<file path="src/rtl/alu_issue_stage_if.sv">
// ---------------------------------------------------------------------------
// alu_issue_stage_if
//
// Purpose:
//    Bundles every handshake and data bus around the ID/EX ALU issue
//    register so the stage and its environment connect through a single
//    port. Clock and reset are not part of the bundle.
//
// Signal summary:
//    ID side     : id_valid, id_ready, id_opcode, id_funct, id_shamt,
//                  id_imm, id_rs, id_rt, id_rd, id_rs_data, id_rt_data
//    EX/MEM fwd  : exm_regwrite, exm_is_load, exm_rd, exm_result
//    MEM/WB fwd  : wb_regwrite, wb_rd, wb_result
//    Control     : flush
//    EX side     : ex_ready, ex_valid, Operand1, Operand2, ALUControl,
//                  shiftAmount, ex_dest, ex_regwrite, ex_illegal
//    Status      : stall_count
//
// Modports:
//    slave  - the issue stage itself
//    master - the surrounding pipeline (or a testbench)
// ---------------------------------------------------------------------------
interface alu_issue_stage_if #(
    parameter int DW    = 32,
    parameter int CNT_W = 16
);

    logic                  id_valid;
    logic                  id_ready;
    logic [5:0]            id_opcode;
    logic [5:0]            id_funct;
    logic [4:0]            id_shamt;
    logic [15:0]           id_imm;
    logic [4:0]            id_rs;
    logic [4:0]            id_rt;
    logic [4:0]            id_rd;
    logic [DW-1:0]         id_rs_data;
    logic [DW-1:0]         id_rt_data;

    logic                  exm_regwrite;
    logic                  exm_is_load;
    logic [4:0]            exm_rd;
    logic [DW-1:0]         exm_result;

    logic                  wb_regwrite;
    logic [4:0]            wb_rd;
    logic [DW-1:0]         wb_result;

    logic                  flush;

    logic                  ex_ready;
    logic                  ex_valid;
    logic signed [DW-1:0]  Operand1;
    logic signed [DW-1:0]  Operand2;
    logic [3:0]            ALUControl;
    logic [4:0]            shiftAmount;
    logic [4:0]            ex_dest;
    logic                  ex_regwrite;
    logic                  ex_illegal;

    logic [CNT_W-1:0]      stall_count;

    modport slave (
        input  id_valid, id_opcode, id_funct, id_shamt, id_imm,
               id_rs, id_rt, id_rd, id_rs_data, id_rt_data,
               exm_regwrite, exm_is_load, exm_rd, exm_result,
               wb_regwrite, wb_rd, wb_result,
               flush, ex_ready,
        output id_ready, ex_valid, Operand1, Operand2, ALUControl,
               shiftAmount, ex_dest, ex_regwrite, ex_illegal, stall_count
    );

    modport master (
        output id_valid, id_opcode, id_funct, id_shamt, id_imm,
               id_rs, id_rt, id_rd, id_rs_data, id_rt_data,
               exm_regwrite, exm_is_load, exm_rd, exm_result,
               wb_regwrite, wb_rd, wb_result,
               flush, ex_ready,
        input  id_ready, ex_valid, Operand1, Operand2, ALUControl,
               shiftAmount, ex_dest, ex_regwrite, ex_illegal, stall_count
    );

endinterface

</file>
<file path="src/rtl/alu_issue_stage.sv">
// ---------------------------------------------------------------------------
// alu_issue_stage
//
// Purpose:
//    ID/EX issue register feeding a 32-bit ALU. Each cycle it may accept one
//    decoded instruction from ID, map opcode/funct onto the 4-bit ALU code
//    set, resolve source operands with EX/MEM and MEM/WB forwarding, and
//    register the result toward EX under a valid/ready handshake. It also
//    detects load-use hazards and keeps a saturating count of stall cycles.
//
// Ports:
//    clk    - rising-edge clock
//    reset  - asynchronous, active-low reset
//    bus    - alu_issue_stage_if.slave carrying the ID, forwarding, flush,
//             EX handshake and status signals
//
// Parameters:
//    DW     - datapath width of operands and forwarding buses
//    CNT_W  - width of the saturating stall counter
// ---------------------------------------------------------------------------
module alu_issue_stage #(
    parameter int DW    = 32,
    parameter int CNT_W = 16
) (
    input  logic               clk,
    input  logic               reset,
    alu_issue_stage_if.slave   bus
);

    localparam logic [3:0] ALU_ADD = 4'b0000;
    localparam logic [3:0] ALU_SUB = 4'b0001;
    localparam logic [3:0] ALU_AND = 4'b0010;
    localparam logic [3:0] ALU_OR  = 4'b0011;

    localparam logic [5:0] OP_RTYPE = 6'h00;
    localparam logic [5:0] OP_BEQ   = 6'h04;
    localparam logic [5:0] OP_BNE   = 6'h05;
    localparam logic [5:0] OP_ADDI  = 6'h08;
    localparam logic [5:0] OP_ADDIU = 6'h09;
    localparam logic [5:0] OP_ANDI  = 6'h0C;
    localparam logic [5:0] OP_ORI   = 6'h0D;
    localparam logic [5:0] OP_LW    = 6'h23;
    localparam logic [5:0] OP_SW    = 6'h2B;

    // Decoded view of the instruction currently offered by ID.
    logic [3:0]       decAlu;
    logic             decUseImm;
    logic             decSignExt;
    logic             decRtIsSource;
    logic             decRegWrite;
    logic             decDestRd;
    logic             decIllegal;

    // Operand datapath.
    logic [DW-1:0]    rsFwd;
    logic [DW-1:0]    rtFwd;
    logic [DW-1:0]    immSext;
    logic [DW-1:0]    immZext;
    logic [DW-1:0]    op1Dec;
    logic [DW-1:0]    op2Dec;
    logic [4:0]       destDec;

    // Handshake.
    logic             hazard;
    logic             idReady;
    logic             xfer;

    // Issue register.
    logic             valid_q,    valid_d;
    logic [DW-1:0]    op1_q,      op1_d;
    logic [DW-1:0]    op2_q,      op2_d;
    logic [3:0]       aluCtrl_q,  aluCtrl_d;
    logic [4:0]       shamt_q,    shamt_d;
    logic [4:0]       dest_q,     dest_d;
    logic             regWrite_q, regWrite_d;
    logic             illegal_q,  illegal_d;
    logic [CNT_W-1:0] stallCnt_q, stallCnt_d;

    // Instruction decode: pick the ALU operation, whether Operand2 comes
    // from the immediate (and how it is extended), which register is the
    // destination, and whether rt is read as a source. Unknown encodings
    // become a harmless ADD of zeros that writes nothing.
    always_comb begin
        decAlu        = ALU_ADD;
        decUseImm     = 1'b0;
        decSignExt    = 1'b0;
        decRtIsSource = 1'b0;
        decRegWrite   = 1'b0;
        decDestRd     = 1'b0;
        decIllegal    = 1'b0;
        case (bus.id_opcode)
            OP_RTYPE: begin
                decRtIsSource = 1'b1;
                decDestRd     = 1'b1;
                decRegWrite   = 1'b1;
                case (bus.id_funct)
                    6'h20, 6'h21: decAlu = ALU_ADD;
                    6'h22, 6'h23: decAlu = ALU_SUB;
                    6'h24:        decAlu = ALU_AND;
                    6'h25:        decAlu = ALU_OR;
                    default: begin
                        decIllegal  = 1'b1;
                        decRegWrite = 1'b0;
                    end
                endcase
            end
            OP_ADDI, OP_ADDIU, OP_LW: begin
                decUseImm   = 1'b1;
                decSignExt  = 1'b1;
                decRegWrite = 1'b1;
            end
            OP_SW: begin
                // The store data register is read, so rt is a source here.
                decUseImm     = 1'b1;
                decSignExt    = 1'b1;
                decRtIsSource = 1'b1;
            end
            OP_ANDI: begin
                decAlu      = ALU_AND;
                decUseImm   = 1'b1;
                decRegWrite = 1'b1;
            end
            OP_ORI: begin
                decAlu      = ALU_OR;
                decUseImm   = 1'b1;
                decRegWrite = 1'b1;
            end
            OP_BEQ, OP_BNE: begin
                decAlu        = ALU_SUB;
                decRtIsSource = 1'b1;
            end
            default: begin
                decIllegal = 1'b1;
            end
        endcase
    end

    // Operand forwarding. EX/MEM holds the youngest value so it is checked
    // first; register $0 is hard-wired to zero and is never forwarded.
    always_comb begin
        rsFwd = bus.id_rs_data;
        if (bus.exm_regwrite && (bus.exm_rd == bus.id_rs) && (bus.id_rs != 5'd0)) begin
            rsFwd = bus.exm_result;
        end else if (bus.wb_regwrite && (bus.wb_rd == bus.id_rs) && (bus.id_rs != 5'd0)) begin
            rsFwd = bus.wb_result;
        end

        rtFwd = bus.id_rt_data;
        if (bus.exm_regwrite && (bus.exm_rd == bus.id_rt) && (bus.id_rt != 5'd0)) begin
            rtFwd = bus.exm_result;
        end else if (bus.wb_regwrite && (bus.wb_rd == bus.id_rt) && (bus.id_rt != 5'd0)) begin
            rtFwd = bus.wb_result;
        end
    end

    assign immSext = {{(DW-16){bus.id_imm[15]}}, bus.id_imm};
    assign immZext = {{(DW-16){1'b0}}, bus.id_imm};

    // Final operand and destination selection for the register inputs.
    always_comb begin
        op1Dec  = rsFwd;
        op2Dec  = rtFwd;
        destDec = bus.id_rt;
        if (decUseImm) begin
            op2Dec = decSignExt ? immSext : immZext;
        end
        if (decDestRd) begin
            destDec = bus.id_rd;
        end
        if (decIllegal) begin
            op1Dec  = '0;
            op2Dec  = '0;
            destDec = 5'd0;
        end
    end

    // A load in EX/MEM cannot forward its data in time, so any consumer of
    // its destination must wait. rt only matters when it is actually read.
    assign hazard = bus.id_valid & bus.exm_is_load & bus.exm_regwrite &
                    (bus.exm_rd != 5'd0) &
                    ((bus.exm_rd == bus.id_rs) |
                     (decRtIsSource & (bus.exm_rd == bus.id_rt)));

    assign idReady = ~hazard & (~valid_q | bus.ex_ready);
    assign xfer    = bus.id_valid & idReady;

    // Next-state for the issue register. Flush wins over a transfer; a held
    // instruction keeps every field stable; the payload is only loaded on
    // a real transfer so later forward-bus changes cannot disturb it.
    always_comb begin
        valid_d    = valid_q;
        op1_d      = op1_q;
        op2_d      = op2_q;
        aluCtrl_d  = aluCtrl_q;
        shamt_d    = shamt_q;
        dest_d     = dest_q;
        regWrite_d = regWrite_q;
        illegal_d  = illegal_q;
        stallCnt_d = stallCnt_q;

        if (bus.flush) begin
            valid_d = 1'b0;
        end else if (xfer) begin
            valid_d    = 1'b1;
            op1_d      = op1Dec;
            op2_d      = op2Dec;
            aluCtrl_d  = decAlu;
            shamt_d    = bus.id_shamt;
            dest_d     = destDec;
            regWrite_d = decRegWrite;
            illegal_d  = decIllegal;
        end else if (bus.ex_ready) begin
            valid_d = 1'b0;
        end

        // Stall counter saturates at all-ones instead of wrapping.
        if (hazard && !bus.flush && (stallCnt_q != {CNT_W{1'b1}})) begin
            stallCnt_d = stallCnt_q + CNT_W'(1);
        end
    end

    // State register; reset clears every output register, counter included.
    always_ff @(posedge clk or negedge reset) begin
        if (!reset) begin
            valid_q    <= 1'b0;
            op1_q      <= '0;
            op2_q      <= '0;
            aluCtrl_q  <= ALU_ADD;
            shamt_q    <= 5'd0;
            dest_q     <= 5'd0;
            regWrite_q <= 1'b0;
            illegal_q  <= 1'b0;
            stallCnt_q <= '0;
        end else begin
            valid_q    <= valid_d;
            op1_q      <= op1_d;
            op2_q      <= op2_d;
            aluCtrl_q  <= aluCtrl_d;
            shamt_q    <= shamt_d;
            dest_q     <= dest_d;
            regWrite_q <= regWrite_d;
            illegal_q  <= illegal_d;
            stallCnt_q <= stallCnt_d;
        end
    end

    assign bus.id_ready    = idReady;
    assign bus.ex_valid    = valid_q;
    assign bus.Operand1    = op1_q;
    assign bus.Operand2    = op2_q;
    assign bus.ALUControl  = aluCtrl_q;
    assign bus.shiftAmount = shamt_q;
    assign bus.ex_dest     = dest_q;
    assign bus.ex_regwrite = regWrite_q;
    assign bus.ex_illegal  = illegal_q;
    assign bus.stall_count = stallCnt_q;

endmodule
</file>
<file path="src/flat_wrapper.sv">
// flat-port wrapper written by rule: the top's interface ports become plain ports
module alu_issue_stage_flat 
#(
    parameter int DW    = 32,
    parameter int CNT_W = 16
)
  (clk, reset, bus_id_valid, bus_id_opcode, bus_id_funct, bus_id_shamt, bus_id_imm, bus_id_rs, bus_id_rt, bus_id_rd, bus_id_rs_data, bus_id_rt_data, bus_exm_regwrite, bus_exm_is_load, bus_exm_rd, bus_exm_result, bus_wb_regwrite, bus_wb_rd, bus_wb_result, bus_flush, bus_ex_ready, bus_id_ready, bus_ex_valid, bus_Operand1, bus_Operand2, bus_ALUControl, bus_shiftAmount, bus_ex_dest, bus_ex_regwrite, bus_ex_illegal, bus_stall_count);
  alu_issue_stage_if #(.DW(DW), .CNT_W(CNT_W)) bus_i ();
  input  logic clk;
  input  logic reset;
  input wire logic [$bits(bus_i.id_valid)-1:0] bus_id_valid;
  input wire logic [$bits(bus_i.id_opcode)-1:0] bus_id_opcode;
  input wire logic [$bits(bus_i.id_funct)-1:0] bus_id_funct;
  input wire logic [$bits(bus_i.id_shamt)-1:0] bus_id_shamt;
  input wire logic [$bits(bus_i.id_imm)-1:0] bus_id_imm;
  input wire logic [$bits(bus_i.id_rs)-1:0] bus_id_rs;
  input wire logic [$bits(bus_i.id_rt)-1:0] bus_id_rt;
  input wire logic [$bits(bus_i.id_rd)-1:0] bus_id_rd;
  input wire logic [$bits(bus_i.id_rs_data)-1:0] bus_id_rs_data;
  input wire logic [$bits(bus_i.id_rt_data)-1:0] bus_id_rt_data;
  input wire logic [$bits(bus_i.exm_regwrite)-1:0] bus_exm_regwrite;
  input wire logic [$bits(bus_i.exm_is_load)-1:0] bus_exm_is_load;
  input wire logic [$bits(bus_i.exm_rd)-1:0] bus_exm_rd;
  input wire logic [$bits(bus_i.exm_result)-1:0] bus_exm_result;
  input wire logic [$bits(bus_i.wb_regwrite)-1:0] bus_wb_regwrite;
  input wire logic [$bits(bus_i.wb_rd)-1:0] bus_wb_rd;
  input wire logic [$bits(bus_i.wb_result)-1:0] bus_wb_result;
  input wire logic [$bits(bus_i.flush)-1:0] bus_flush;
  input wire logic [$bits(bus_i.ex_ready)-1:0] bus_ex_ready;
  output wire logic [$bits(bus_i.id_ready)-1:0] bus_id_ready;
  output wire logic [$bits(bus_i.ex_valid)-1:0] bus_ex_valid;
  output wire logic [$bits(bus_i.Operand1)-1:0] bus_Operand1;
  output wire logic [$bits(bus_i.Operand2)-1:0] bus_Operand2;
  output wire logic [$bits(bus_i.ALUControl)-1:0] bus_ALUControl;
  output wire logic [$bits(bus_i.shiftAmount)-1:0] bus_shiftAmount;
  output wire logic [$bits(bus_i.ex_dest)-1:0] bus_ex_dest;
  output wire logic [$bits(bus_i.ex_regwrite)-1:0] bus_ex_regwrite;
  output wire logic [$bits(bus_i.ex_illegal)-1:0] bus_ex_illegal;
  output wire logic [$bits(bus_i.stall_count)-1:0] bus_stall_count;
  assign bus_i.id_valid = bus_id_valid;
  assign bus_i.id_opcode = bus_id_opcode;
  assign bus_i.id_funct = bus_id_funct;
  assign bus_i.id_shamt = bus_id_shamt;
  assign bus_i.id_imm = bus_id_imm;
  assign bus_i.id_rs = bus_id_rs;
  assign bus_i.id_rt = bus_id_rt;
  assign bus_i.id_rd = bus_id_rd;
  assign bus_i.id_rs_data = bus_id_rs_data;
  assign bus_i.id_rt_data = bus_id_rt_data;
  assign bus_i.exm_regwrite = bus_exm_regwrite;
  assign bus_i.exm_is_load = bus_exm_is_load;
  assign bus_i.exm_rd = bus_exm_rd;
  assign bus_i.exm_result = bus_exm_result;
  assign bus_i.wb_regwrite = bus_wb_regwrite;
  assign bus_i.wb_rd = bus_wb_rd;
  assign bus_i.wb_result = bus_wb_result;
  assign bus_i.flush = bus_flush;
  assign bus_i.ex_ready = bus_ex_ready;
  assign bus_id_ready = bus_i.id_ready;
  assign bus_ex_valid = bus_i.ex_valid;
  assign bus_Operand1 = bus_i.Operand1;
  assign bus_Operand2 = bus_i.Operand2;
  assign bus_ALUControl = bus_i.ALUControl;
  assign bus_shiftAmount = bus_i.shiftAmount;
  assign bus_ex_dest = bus_i.ex_dest;
  assign bus_ex_regwrite = bus_i.ex_regwrite;
  assign bus_ex_illegal = bus_i.ex_illegal;
  assign bus_stall_count = bus_i.stall_count;
  alu_issue_stage #(.DW(DW), .CNT_W(CNT_W)) u_core (.clk(clk), .reset(reset), .bus(bus_i));
endmodule
</file>
<file path="config.mk">
export PLATFORM = sky130hd
export DESIGN_NAME = alu_issue_stage_flat
export DESIGN_NICKNAME = d
export VERILOG_FILES = /design/src/rtl/alu_issue_stage_if.sv /design/src/rtl/alu_issue_stage.sv /design/src/flat_wrapper.sv
export SDC_FILE = /design/constraint.sdc
export NUM_CORES = 1
export LEC_CHECK = 0
export CAP_MARGIN = 20
export CORE_AREA = 2 2 117 119
export DETAILED_ROUTE_END_ITERATION = 6
export DIE_AREA = 0 0 119 121
export PLACE_DENSITY = 0.95
export SLEW_MARGIN = 20
export SYNTH_ARGS = -nofsm -noshare
export SYNTH_HDL_FRONTEND = slang
export SYNTH_SLANG_ARGS = --single-unit
</file>
<file path="constraint.sdc">
create_clock -name clk -period 4.6 [get_ports clk]
set_input_delay 0.92 -clock clk [delete_from_list [all_inputs] [get_ports clk]]
set_output_delay 0.92 -clock clk [all_outputs]
set_load 0.1 [all_outputs]
</file>
==> qor.log, run 1 <==
[yosys] post-synth top area cell dfrtp_1
[worst_setup_path] Setup crit start bus_id_opcode[3]
[final_layout] fraction of final layout cells sized beyond drive strength 1 7.97%
[yosys] number of warnings issued by yosys 0
[timing] RSZ-0062 raised after global routing no
[yosys] Async SR Flop Fraction 100%
[routing] DR iter-0 viols 525
[worst_setup_path] Crit Path Max Fanout 5
[worst_setup_path] CP bufs+invs 2
[worst_setup_path] Stages on worst setup path 6
[place] Placed Instances 1051
[floorplanning] Die Y 121 um
[worst_setup_path] arrival time reported for the critical path endpoint 3040 ps
[cts] buffer levels on the longest clock path 2
[global_routing] largest net degree at the start of global routing 74
[cts] Clk Latency, worst-skew pair 340 ps
[yosys] portion of synthesized cell area occupied by the leading cell type 41.7%
[worst_setup_path] r2r startpoint u_core.bus.ex_valid
[worst_setup_path] crit path max-delay cell type or4_1
[yosys] top cells by area in the synthesized netlist dfrtp_1, nand2_1, and3_1
[timing] final setup violation count 0
[routing] average routed wire per standard cell 20.9 um
[cts] maximum level of the CTS H-tree 3
[final_layout] Layout Cell Area excl Fill 9030 sq um
[yosys] Seq/Total Area, Yosys 41.7%
[routing] number of vias per cell 5.82
[global_routing] vias in the first global route 6331
[worst_setup_path] critical path endpoint category primary output
[cts] CTS root buf clkbuf_16
[worst_setup_path] capture point of the worst path bus_id_ready
[timing] slew at the pin with the worst max-slew slack 1030 ps
[cts] clock buffers created by TritonCTS 9
[floorplanning] number of placed I/O pins 292
[floorplanning] die boundary width 119 um
[cts] hold bufs inserted after CTS 0
[floorplanning] core area 13100 sq um
[final_layout] layout overhead on the synthesized area 58.5%
[routing] Final ANT Viol Nets 0
[worst_setup_path] Critical Path, Cell by Cell clkdlybuf4s50_1 -> nor3_1 -> a2bb2oi_1 -> or4_1 -> and3_1 -> buf_4
[timing] crit share post-route 86.1%
[worst_setup_path] critical register-to-register path endpoint u_core.bus.Operand1[5]
[cts] # resized after CTS 0
[timing] setup_tns 0 ps
[worst_setup_path] Req. time, crit path 3680 ps
[power_and_ir_drop] reported leakage power 3.83 nW
[timing] clock skew after layout 12.0 ps
[place] Routability Congestion 0.955
[job] count of maximum capacitance violations 0
[yosys] Post-Syn Area per Cell 9.25 sq um
[place] number of buffers added on ports 289
[floorplanning] die area 14400 sq um
[power_and_ir_drop] worst voltage drop across the vdd grid 0.154 mV
[global_routing] antenna violations before repair 0
[timing] normalized max-slew margin 31.0%
[final_layout] count of nets after finishing 1081
[floorplanning] initial core utilization 43.5%
[timing] maximum operating frequency 252 MHz
[global_routing] total routing usage reported by global routing 30.6%
[yosys] synthesized flop and latch total 95
[worst_setup_path] CP Class input port to primary output
[final_layout] non-filler instance count after layout 1067
[power_and_ir_drop] power per standard cell area 279 nW/um^2
[routing] total DRC errors in the routed layout 0
[worst_setup_path] startpoint type of the worst setup path input port
[yosys] number of enable flip-flop cells after synthesis 0
[cts] clock transition at the registers of the reported paths 70 ps
[routing] TritonRoute pass-1 iters 5
[cts] buffers inserted during post-CTS setup optimization 0
[timing] final-report max-slew violation count 0
[place] placed cell areas 8750 sq um
[floorplanning] row count 42
[routing] Vias 6207
[cts] clock tree sinks 95
[status] status completed
[cts] CTS tree done
[timing] hold violation count in the final report 0
[worst_hold_path] Min-Delay Path Class flop to flop
[power_and_ir_drop] total power 2.52 mW
[final_layout] ant diodes 0
[timing] shortest clock period the worst path allows after layout 3960 ps
[global_routing] overall overflow remaining after global route 0
[place] half-perimeter wire length of the detailed placement result 16700 um
[routing] final wirelength 22300 um
[yosys] post-synthesis cell type count 49
[yosys] Post-Synthesis Cells 616
[yosys] prevailing post-synth register cell dfrtp_1
[worst_setup_path] CP delay by family, top simple AND/OR/NAND/NOR gates
[yosys] post-synthesis cell area 5700 sq um
[final_layout] count of filler cells inserted in the layout 984
[global_routing] first-pass GRT wire length 34300 um
[worst_setup_path] Largest stage delay, worst path 600 ps
[worst_setup_path] R2R depth 5
[worst_setup_path] reg2reg setup slack 2450 ps
[flip-flops by register name, indices dropped and copies added (netlist names)]
| name | cells |
|---|---|
| u_core.bus.shiftAmount | 5 |
| u_core.bus.stall_count | 16 |
| u_core.bus.ex_regwrite | 1 |
| u_core.bus.Operand2 | 32 |
| u_core.bus.ALUControl | 2 |
| u_core.bus.ex_valid | 1 |
| u_core.bus.ex_dest | 5 |
| u_core.bus.ex_illegal | 1 |
| u_core.bus.Operand1 | 32 |
[kinds of logic after synthesis]
logic type	synth area share [%]
AOI/OAI and AO/OA	22.0
xor gates and xnor gates	5.23
adders and majority gates	0.220
buffers and inverters	4.15
DFF	41.7
muxes	6.02
other	0.0658
and+or+nand+nor	20.6
[synthesized netlist by cell type, types with 4 or more instances]
master,n
a2bb2oi_1,18
mux2i_1,23
nand2_1,106
a211oi_1,31
or3_1,4
mux2_2,10
nand3_1,8
o21ai_0,7
a22o_1,16
nor3_1,6
xnor2_1,18
a21oi_1,4
o22ai_1,16
o31ai_2,18
and3_1,49
o31ai_1,33
nand4_1,6
clkbuf_1,37
xor2_1,16
nor4_1,6
nor2b_1,4
dfrtp_1,95
inv_1,6
nor2_1,43
[worst min-delay path by stage]
stage / depth (start not counted) / endpoint / slack (ps) / startpoint
after floorplan: 0 / u_core.bus.ALUControl[0] / 620 / reset
after global placement: 2 / u_core.bus.Operand1[6] / 460 / u_core.bus.Operand1[6]
after detailed placement: 2 / u_core.bus.Operand1[8] / 470 / u_core.bus.Operand1[8]
after CTS: 2 / u_core.bus.Operand1[8] / 480 / u_core.bus.Operand1[8]
after global routing: 2 / u_core.bus.Operand1[8] / 490 / u_core.bus.Operand1[8]
final: 2 / u_core.bus.Operand1[8] / 480 / u_core.bus.Operand1[8]
[power breakdown]
group          total, mW  internal (mW)  leakage, nW  switching (mW)
Clock              0.711          0.370        0.129           0.341
Sequential         0.912          0.883         1.28          0.0297
Combinational      0.896          0.314         2.42           0.583
[cell usage in the layout (no fill, tap or decap), types with 3 or more instances in the layout]
master             n
nor2b_1            4
a22o_1            16
xnor2_1           18
o31ai_1           33
mux2i_1           23
nand4_1            6
nor2_1            42
nand2_1          106
clkdlybuf4s50_1  287
inv_1              6
and3_1            49
or3_1              3
mux2_2            10
xor2_1            16
nor3_1             6
o22ai_1           16
buf_4             17
nor4_1             5
clkbuf_16          9
a211oi_1          30
o21ai_0            7
nand3_1            7
a21oi_1            4
o31ai_2           18
a2bb2oi_1         18
dfrtp_1           95
[cell type report]
cell class	instances	area, sq um	share of cell area [%]
Tap cell	176	220	2.44
Clock inverter	6	46.3	0.513
Timing Repair Buffer	305	3020	33.4
Multi-Input combinational cell	469	3120	34.5
Sequential cell	95	2380	26.3
Clock buffer	10	229	2.54
Inverter	6	22.5	0.250
[layer usage]
metal  vias up  GRT usage, %  wire (um)
met4         0          14.4        908
met5         -             0          0
li1       2788             -          -
met2       389          52.0      11000
met3        62          8.13       2060
met1      2968          36.0       8370
[worst min-delay path, delay by kind of cell (launching register included)]
family | cells | cell delay [ps]
compound gates | 1 | 50
flops | 1 | 350
simple gates | 1 | 50
[per-stage QoR]
step	hold slack [ps]	setup slack (ps)	utilization [%]
2_1_floorplan	624	1110	-
3_3_place_gp	461	472	66.8
3_5_place_dp	468	619	66.9
4_1_cts	483	672	69.0
5_1_grt	495	539	69.0
6_report	482	637	69.0
Note: power is estimated with default switching activity, not from simulation.
==> run 2, diff against run 1 <==
--- a/config.mk
+++ b/config.mk
@@ -6,9 +6,12 @@
 export NUM_CORES = 1
 export LEC_CHECK = 0
 export CAP_MARGIN = 20
-export CORE_AREA = 2 2 117 119
+export CELL_PAD_IN_SITES_DETAIL_PLACEMENT = 1
+export CELL_PAD_IN_SITES_GLOBAL_PLACEMENT = 1
+export CORE_AREA = 2 2 139 141
+export CTS_CLUSTER_SIZE = 20
 export DETAILED_ROUTE_END_ITERATION = 6
-export DIE_AREA = 0 0 119 121
+export DIE_AREA = 0 0 141 143
 export PLACE_DENSITY = 0.95
 export SLEW_MARGIN = 20
 export SYNTH_ARGS = -nofsm -noshare
==> run 2 against run 1 <==
  * Flip-flop and latch count unchanged
  * Core utilization down 20 points
  * Total power up 3.9%
  * Register-to-register slack worse by 70 ps
  * First-iteration DRC count down 54%
  * Clock power up 12%
  * Routed wire length up 15%
  * Worst setup slack worse by 54 ps
  * Global-route usage down 5.5 points
  * Sequential share of layout area down 0.42 points
  * Non-clock buffer count up 2
==> qor.log, run 2 (synthesized netlist as in run 1, its figures left out) <==
[timing] final setup violation count 0
[place] number of buffers added on ports 289
[global_routing] first-pass GRT wire length 38400 um
[routing] number of vias per cell 5.59
[final_layout] footprint of the multi-input gates 3120 sq um
[cts] CTS root buf clkbuf_16
[status] status completed
[floorplanning] die area 20200 sq um
[routing] average routed wire per standard cell 22.8 um
[final_layout] layout overhead on the synthesized area 61.1%
[cts] hold bufs inserted after CTS 0
[final_layout] ant diodes 0
[worst_setup_path] CP delay by family, top simple AND/OR/NAND/NOR gates
[cts] clock transition at the registers of the reported paths 70 ps
[place] Routability Congestion 0.980
[place] placed cell areas 8860 sq um
[worst_setup_path] reg2reg setup slack 2380 ps
[cts] maximum level of the CTS H-tree 3
[final_layout] commonest non-fill, non-tap cells in the layout clkdlybuf4s50_1, nand2_1, dfrtp_1
[routing] total DRC errors in the routed layout 0
[final_layout] leading cell type in the layout, fill and taps excluded clkdlybuf4s50_1
[power_and_ir_drop] worst voltage drop across the vdd grid 0.167 mV
[timing] maximum operating frequency 249 MHz
[final_layout] fraction of final layout cells sized beyond drive strength 1 8.29%
[timing] shortest clock period the worst path allows after layout 4020 ps
[cts] # resized after CTS 0
[global_routing] largest net degree at the start of global routing 73
[worst_setup_path] critical path endpoint category primary output
[global_routing] total routing usage reported by global routing 25.1%
[worst_hold_path] Min-Delay Path Class flop to flop
[timing] normalized max-slew margin 29.2%
[cts] buffers inserted during post-CTS setup optimization 0
[place] half-perimeter wire length of the detailed placement result 18900 um
[timing] final-report max-slew violation count 0
[worst_hold_path] Worst Hold Depth 2
[final_layout] count of nets after finishing 1083
[final_layout] Layout Cell Area excl Fill 9170 sq um
[timing] slew at the pin with the worst max-slew slack 1060 ps
[cts] Clk Latency, worst-skew pair 350 ps
[floorplanning] initial core utilization 30.7%
[floorplanning] Die Y 143 um
[final_layout] sequential standard cell area 2380 sq um
[worst_setup_path] Req. time, crit path 3680 ps
[floorplanning] die boundary width 141 um
[job] count of maximum capacitance violations 0
[floorplanning] number of placed I/O pins 292
[routing] DR iter-0 viols 239
[worst_setup_path] CP bufs+invs 2
[timing] setup_tns 0 ps
[global_routing] antenna violations before repair 0
[timing] RSZ-0062 raised after global routing no
[timing] clock skew after layout 7.04 ps
[timing] hold violation count in the final report 0
[worst_setup_path] CP Class input port to primary output
[routing] Vias 6305
[worst_setup_path] Largest stage delay, worst path 630 ps
[cts] buffer levels on the longest clock path 2
[worst_setup_path] arrival time reported for the critical path endpoint 3100 ps
[routing] Final ANT Viol Nets 0
[worst_hold_path] endpoint of the worst hold path u_core.bus.Operand1[15]
[routing] final wirelength 25600 um
[cts] clock buffers created by TritonCTS 9
[final_layout] count of filler cells inserted in the layout 2113
[timing] crit share post-route 87.3%
[cts] clock tree sinks 95
[global_routing] overall overflow remaining after global route 0
[floorplanning] row count 50
[worst_setup_path] R2R depth 5
[routing] TritonRoute pass-1 iters 4
[worst_hold_path] worst hold start u_core.bus.Operand1[15]
[worst_setup_path] startpoint type of the worst setup path input port
[power_and_ir_drop] reported leakage power 3.87 nW
[final_layout] non-filler instance count after layout 1127
[global_routing] vias in the first global route 6801
[worst_setup_path] Critical Path, Cell by Cell clkdlybuf4s50_1 -> nor3_1 -> a2bb2oi_1 -> or4_1 -> and3_1 -> buf_12
[floorplanning] core area 18600 sq um
[cts] CTS tree done
[place] Placed Instances 1111
[final_layout] share of the core filled with cells in the final layout 49.4%
[worst_setup_path] critical register-to-register path endpoint u_core.bus.Operand2[17]
[timing] Worst Hold Slack 480 ps
[worst_setup_path] r2r startpoint u_core.bus.ex_valid
[worst_setup_path] crit path max-delay cell type or4_1
[worst_setup_path] Crit Path Max Fanout 6
[power_and_ir_drop] power per standard cell area 285 nW/um^2
## run 2: cell types whose count changed in the layout (fill, tap and decap cells not counted), sizes merged
cell / change
inv: -1
clkinvlp: -2
clkinv: +2
bufinv: +1
buf: +2
## run 2: power by group
part	switching, mW	total (mW)	internal, mW	leakage (nW)
Sequential	0.0303	0.913	0.882	1.28
Combinational	0.590	0.906	0.316	2.44
Clock	0.358	0.798	0.440	0.153
Total	0.979	2.62	1.64	3.87
## run 2: how the worst max path moves through the flow
stage | depth (start not counted) | to | slack [ps] | start
after floorplan | 4 | bus_id_ready | 1110 | bus_exm_rd[1]
after global placement | 6 | bus_id_ready | 680 | bus_id_opcode[5]
after detailed placement | 6 | bus_id_ready | 610 | bus_id_opcode[5]
after CTS | 6 | bus_id_ready | 600 | bus_id_opcode[5]
after global routing | 6 | bus_id_ready | 500 | bus_id_opcode[5]
final | 6 | bus_id_ready | 580 | bus_id_opcode[5]
## run 2: area by class of cell
class | instances | share of cell area (%)
clock buffer | 10 | 2.61
clock inverter | 6 | 0.764
inverter | 6 | 0.245
multi-input combinational | 469 | 34.1
sequential | 95 | 25.9
tap | 234 | 3.19
timing repair buffer | 307 | 33.2
## run 2: per-layer routing
layer	up-vias	GRT usage [%]	wire, um
met3	67	4.56	1490
met5	-	0	0
met2	299	44.4	12900
met4	0	12.5	1030
met1	3143	29.3	10200
li1	2796	-	-
## run 2: worst min-delay path, cell delays in order, from the launching register on
cell	delay (ps)
dfrtp_1	340
nand2_1	50
o31ai_1	60
## run 2: stage by stage
step / power (mW) / setup slack, ps
5_1_grt: 2.70 / 500
3_3_place_gp: 1.82 / 681
6_report: 2.62 / 583
2_1_floorplan: 1.45 / 1110
3_5_place_dp: 1.83 / 611
4_1_cts: 2.64 / 599
